[src/rtl/net_echo_responder.sv]
// Ethernet echo responder: swaps destination and source MAC of each
// received frame and sends it back, keeping frame statistics.
module net_echo_responder #(
  parameter int CNT_W = 32
) (
  input  logic             clock,
  input  logic             reset,
  input  logic             enable,
  input  logic             net_rx_tvalid,
  output logic             net_rx_tready,
  input  logic [63:0]      net_rx_tdata,
  input  logic [7:0]       net_rx_tkeep,
  input  logic             net_rx_tlast,
  output logic             net_tx_tvalid,
  input  logic             net_tx_tready,
  output logic [63:0]      net_tx_tdata,
  output logic [7:0]       net_tx_tkeep,
  output logic             net_tx_tlast,
  output logic [CNT_W-1:0] frames_rx,
  output logic [CNT_W-1:0] frames_tx,
  output logic [CNT_W-1:0] frames_dropped
);

  typedef enum logic [2:0] {
    IDLE, HOLD0, STREAM, FLUSH, DRAIN
  } state_e;

  state_e state_q, state_d;

  logic [63:0]      hold_q;
  logic [7:0]       hold_keep_q;
  logic             tx_valid_q, tx_last_q;
  logic [63:0]      tx_data_q;
  logic [7:0]       tx_keep_q;
  logic [CNT_W-1:0] rx_cnt_q, tx_cnt_q, drop_cnt_q;

  logic        can_acc, rx_ready_c, rx_fire, short_last;
  logic        cap_first, emit_first, emit_mid, emit_last, drop;
  logic [63:0] out0_w, out1_w;

  assign can_acc    = !tx_valid_q || net_tx_tready;
  assign rx_fire    = net_rx_tvalid && net_rx_tready;
  assign short_last = net_rx_tlast && (net_rx_tkeep[3:0] != 4'hF);

  // first two beats re-arranged so the two MAC addresses trade places
  assign out0_w = {hold_q[15:0], net_rx_tdata[31:0], hold_q[63:48]};
  assign out1_w = {net_rx_tdata[63:32], hold_q[47:16]};

  assign cap_first  = (state_q == IDLE) && rx_fire
                      && !net_rx_tlast && enable;
  assign emit_first = (state_q == HOLD0) && rx_fire && !short_last;
  assign emit_mid   = (state_q == STREAM) && rx_fire;
  assign emit_last  = (state_q == FLUSH) && can_acc;
  assign drop       = rx_fire && (
                        ((state_q == IDLE)  && net_rx_tlast) ||
                        ((state_q == HOLD0) && short_last)   ||
                        ((state_q == DRAIN) && net_rx_tlast));

  // state register
  always_ff @(posedge clock) begin
    if (reset) state_q <= IDLE;
    else       state_q <= state_d;
  end

  // next-state logic
  always_comb begin
    state_d = state_q;
    case (state_q)
      IDLE:
        if (rx_fire && !net_rx_tlast)
          state_d = enable ? HOLD0 : DRAIN;
      DRAIN:
        if (rx_fire && net_rx_tlast) state_d = IDLE;
      HOLD0:
        if (rx_fire) begin
          if (short_last)        state_d = IDLE;
          else if (net_rx_tlast) state_d = FLUSH;
          else                   state_d = STREAM;
        end
      STREAM:
        if (rx_fire && net_rx_tlast) state_d = FLUSH;
      FLUSH:
        if (can_acc) state_d = IDLE;
      default: state_d = IDLE;
    endcase
  end

  // rx ready: always open when idle/draining, back-pressured when emitting
  always_comb begin
    rx_ready_c = 1'b0;
    case (state_q)
      IDLE, DRAIN:   rx_ready_c = 1'b1;
      HOLD0, STREAM: rx_ready_c = can_acc;
      default:       rx_ready_c = 1'b0;
    endcase
    net_rx_tready = rx_ready_c && !reset;
  end

  // hold register, output register and statistics
  always_ff @(posedge clock) begin
    if (reset) begin
      hold_q      <= '0;
      hold_keep_q <= '0;
      tx_valid_q  <= 1'b0;
      tx_data_q   <= '0;
      tx_keep_q   <= '0;
      tx_last_q   <= 1'b0;
      rx_cnt_q    <= '0;
      tx_cnt_q    <= '0;
      drop_cnt_q  <= '0;
    end else begin
      if (tx_valid_q && net_tx_tready) tx_valid_q <= 1'b0;
      if (cap_first) hold_q <= net_rx_tdata;
      if (emit_first) begin
        tx_valid_q  <= 1'b1;
        tx_data_q   <= out0_w;
        tx_keep_q   <= 8'hFF;
        tx_last_q   <= 1'b0;
        hold_q      <= out1_w;
        hold_keep_q <= net_rx_tkeep;
      end
      if (emit_mid) begin
        tx_valid_q  <= 1'b1;
        tx_data_q   <= hold_q;
        tx_keep_q   <= hold_keep_q;
        tx_last_q   <= 1'b0;
        hold_q      <= net_rx_tdata;
        hold_keep_q <= net_rx_tkeep;
      end
      if (emit_last) begin
        tx_valid_q <= 1'b1;
        tx_data_q  <= hold_q;
        tx_keep_q  <= hold_keep_q;
        tx_last_q  <= 1'b1;
      end
      if (rx_fire && net_rx_tlast) rx_cnt_q <= rx_cnt_q + 1'b1;
      if (tx_valid_q && net_tx_tready && tx_last_q)
        tx_cnt_q <= tx_cnt_q + 1'b1;
      if (drop) drop_cnt_q <= drop_cnt_q + 1'b1;
    end
  end

  assign net_tx_tvalid  = tx_valid_q;
  assign net_tx_tdata   = tx_data_q;
  assign net_tx_tkeep   = tx_keep_q;
  assign net_tx_tlast   = tx_last_q;
  assign frames_rx      = rx_cnt_q;
  assign frames_tx      = tx_cnt_q;
  assign frames_dropped = drop_cnt_q;

endmodule

[config.mk]
export PLATFORM = sky130hd
export DESIGN_NAME = net_echo_responder
export DESIGN_NICKNAME = d
export VERILOG_FILES = /design/src/rtl/net_echo_responder.sv
export SDC_FILE = /design/constraint.sdc
export NUM_CORES = 1
export LEC_CHECK = 0
export BUFFER_PORTS_ARGS = -buffer_cell sky130_fd_sc_hd__buf_2
export CAP_MARGIN = 10
export CORE_MARGIN = 2
export CORE_UTILIZATION = 45
export CTS_BUF_LIST = sky130_fd_sc_hd__clkbuf_16
export CTS_CLUSTER_SIZE = 25
export DETAILED_ROUTE_END_ITERATION = 12
export GPL_ROUTABILITY_DRIVEN = 1
export PLACE_DENSITY = 0.69
export SYNTH_ARGS = -nofsm -noshare
export SYNTH_HDL_FRONTEND = slang
export SYNTH_SLANG_ARGS = --single-unit
[constraint.sdc]
create_clock -name clock -period 2.65 [get_ports clock]
set_clock_uncertainty 0.1 [all_clocks]
set_input_delay 0.53 -clock clock [delete_from_list [all_inputs] [get_ports clock]]
set_output_delay 0.53 -clock clock [all_outputs]
set_load 0.005 [all_outputs]
==> flow_summary_export.csv <==
group,metric,value,unit
outcome,outcome,"completed",
synth,synth_area,10500,µm²
synth,syn_inst,1254,
cells_and_area,syn_to_final_growth,23.9,%
setup_path,worst-setup-path-type,"reg2out",
setup_path,cp.arrival,1.90,ns
synth,ys_async_sr_fraction,0,
pwr,p_leak,0.00563,µW
synth,syn_nets,1335,
synth,syn_avg_cell_area,8.33,µm²
global_route,antenna_found_initial,6,
drt,drtIter0Drc,608,
global_route,grt-ovfl-total,0,
global_route,grt_max_degree,95,
placed_design,io_buffers,248,
cells_and_area,regArea,4900,µm²
die,dieArea,24500,µm²
timing,rsz0062_at_grt,"false",
synth,seq_area_frac_synth,0.469,
timing,setup_viol,0,
timing,fin_setup_tns,0,ns
pwr,swShare,0.233,
timing,whs,0.123,ns
drt,antenna_left,0,
timing,slew_headroom,0.334,
setup_path,reg2reg_to,"frames_rx[22]",
timing,max_freq,396,MHz
pwr,pwr-share-seq,0.471,
drt,wl,29100,µm
cells_and_area,fillers,2100,
run,max_cap_viol_count,0,
drt,dr.pass1.iters,6,
cells_and_area,multiInputGateArea,5210,µm²
setup_path,start_kind,"flop",
placed_design,dp_hpwl,20100,µm
die,fp.dieW,156,µm
timing,tightest_slew,1.00,ns
synth,synth_seq_cells,245,
setup_path,crit_fanout,7,
clock_tree,clkTransAtPathRegs,0.06,ns
cells_and_area,drive_above_1_share,0.226,
pwr,internal_power,6260,µW
cells_and_area,nets,1559,
drt,post_drt_wl_per_cell,16.3,µm
die,initial_utilization,0.460,
min_path,hold_start,"net_rx_tdata[46]",
pwr,combPwrFrac,0.061,
global_route,grt_pass1_vias,8790,
setup_path,rr_startpoint,"frames_rx[1]",
drt,num_vias,9819,
clock_tree,cts.sinks,245,
drt,viasPerCell,5.50,
min_path,whs_path_depth,3,
synth,yosysWarnings,0,
synth,synth_ff_type,"dfxtp_1",
global_route,grt_pass1_wl,45500,µm
setup_path,r2r_setup_slack,0.29,ns
clock_tree,clock_path_buffers,3,
pwr,vdd_drop_max,0.459,mV
pwr,p_sw,1900,µW
clock_tree,htreeDepth,1,
clock_tree,cts_root_buf,"clkbuf_16",
setup_path,rr_worst_depth,6,
clock_tree,clk_latency,0.54,ns
die,ioPinCount,249,
timing,timing.final.crit_share,0.954,
setup_path,cp.required,2.02,ns
clock_tree,cts_made_buffers,28,
timing,fin_crit,2.53,ns
timing,drv_slew,0,
die,rows,55,
setup_path,endpoint_kind,"output pin",
synth,synth_edf_count,0,
pwr,p_per_area,630,nW/µm²
clock_tree,tritoncts,"done",
min_path,worstHoldEndpoint,"hold_q[46]",
min_path,min_path_type,"in2reg",
die,coreArea,22700,µm²
pwr,clkPwrFrac,0.468,
global_route,gr-usage-all-layers,0.227,
synth,synthDistinctLibCells,59,
die,die_height,156,µm
clock_tree,ctsHoldBuffers,0,
timing,hold_viol,0,
placed_design,gp_congestion,0.814,
drt,drc_errors,0,
==> logic make-up after synthesis <==
| kind of cell | share of synthesized area |
|---|---|
| buffers and inverters | 0.0382 |
| AOI/OAI and AO/OA | 0.126 |
| adders and majority gates | 0.00359 |
| and+or+nand+nor | 0.282 |
| xor gates and xnor gates | 0.0402 |
| DFF | 0.469 |
| muxes | 0.0412 |
==> critical path, stage by stage, from the launching register on <==
cell and delay, ns:
dfxtp_1 0.35, nor2b_4 0.16, buf_4 0.17, o31ai_4 0.28, nand2_2 0.15, nor2_1 0.11, buf_2 0.12
==> repair_timing <==
item,in CTS,in global routing
pin swaps,1,0
resized for setup,2,2
endpoints found under the setup margin,1,1
setup buffers,1,0
==> placed cells by master (no fill, tap or decap), drive strengths merged, types with 39 or more instances in the layout <==
cell and count:
a21oi 80, buf 275, dfxtp 245, mux2i 43
nand2 102, nand3 42, nand4 39, nor2 249
nor3 50, nor4 46, xor2 41
==> state kept, by name, indices dropped and copies added (netlist names) <==
signal	flops
frames_dropped	32
frames_rx	32
frames_tx	32
hold_keep_q	8
hold_q	64
net_tx_tdata	64
net_tx_tkeep	8
net_tx_tlast	1
net_tx_tvalid	1
state_q	3
==> layer usage <==
| layer | part of all wire | routed length (µm) | GRT usage |
|---|---|---|---|
| met5 | 0.0013 | 38 | 0 |
| met4 | 0.026 | 752 | 0.0716 |
| met1 | 0.44 | 12700 | 0.298 |
| met3 | 0.072 | 2100 | 0.0557 |
| met2 | 0.46 | 13500 | 0.367 |
==> stage by stage <==
stage | area [µm²] | total power (µW) | setup slack, ns | utilization | cells
after floorplan | 10500 | 4200 | 0.487 | - | 1254
after global placement | 12000 | 4410 | 0.182 | 0.529 | 1732
after detailed placement | 12000 | 4420 | 0.109 | 0.529 | 1732
after CTS | 12900 | 8250 | 0.0147 | 0.570 | 1783
after global routing | 12900 | 8470 | 0.00865 | 0.570 | 1783
final | 13000 | 8160 | 0.122 | 0.570 | 1784
==> layout make-up <==
cell class | instances | share of cell area
Antenna cell | 1 | 0.000193
Clock buffer | 28 | 0.0541
Clock inverter | 22 | 0.0162
Inverter | 11 | 0.00319
Multi-Input combinational cell | 916 | 0.402
Sequential cell | 245 | 0.379
Tap cell | 285 | 0.0275
Timing Repair Buffer | 276 | 0.118
==> power by group through the flow <==
stage               logic, µW  registers [µW]  clock network, µW
detailed placement        498            3920                  0
floorplan                 296            3900                  0
CTS                       502            3840               3900
global placement          491            3920                  0
finish                    498            3840               3820
global route              554            3850               4060
==> worst max path at each step <==
stage | slack (ns) | from | end | cells past startpoint
floorplan | 0.49 | reset | frames_dropped[30] | 8
CTS | 0.01 | net_tx_tvalid | net_rx_tready | 6
detailed placement | 0.11 | net_tx_tready | net_tx_tdata[8] | 8
global route | 0.009 | net_tx_tvalid | net_rx_tready | 6
finish | 0.12 | net_tx_tvalid | net_rx_tready | 6
global placement | 0.18 | net_tx_tready | net_tx_tdata[55] | 8
==> synth_stat cells, types with 3 or more instances <==
library cell  instances  area share
and2_1                4      0.0024
xor2_1               41       0.034
o22ai_1              32       0.019
o21ai_0              30       0.014
nand4_1              38       0.023
o31ai_1              12      0.0086
o31a_1                4      0.0034
inv_1                10      0.0036
and3_1               10      0.0060
nor3_1               48       0.023
clkbuf_1             50       0.018
nand3_1              41       0.020
o21ba_1               3      0.0029
nand4b_1              3      0.0025
buf_2                28       0.013
dfxtp_1             245        0.47
or3_1                30       0.018
a21oi_1              80       0.038
ha_1                  3      0.0036
nor2b_1               6      0.0036
and4_1               10      0.0084
xnor2_1               7      0.0059
mux2i_1              43       0.041
nor2_1              249       0.089
or4_1                 9      0.0065
nand2_1             102       0.037
nor4_1               44       0.026
a211oi_1             32       0.023
Note: power is estimated with default switching activity, not from simulation.
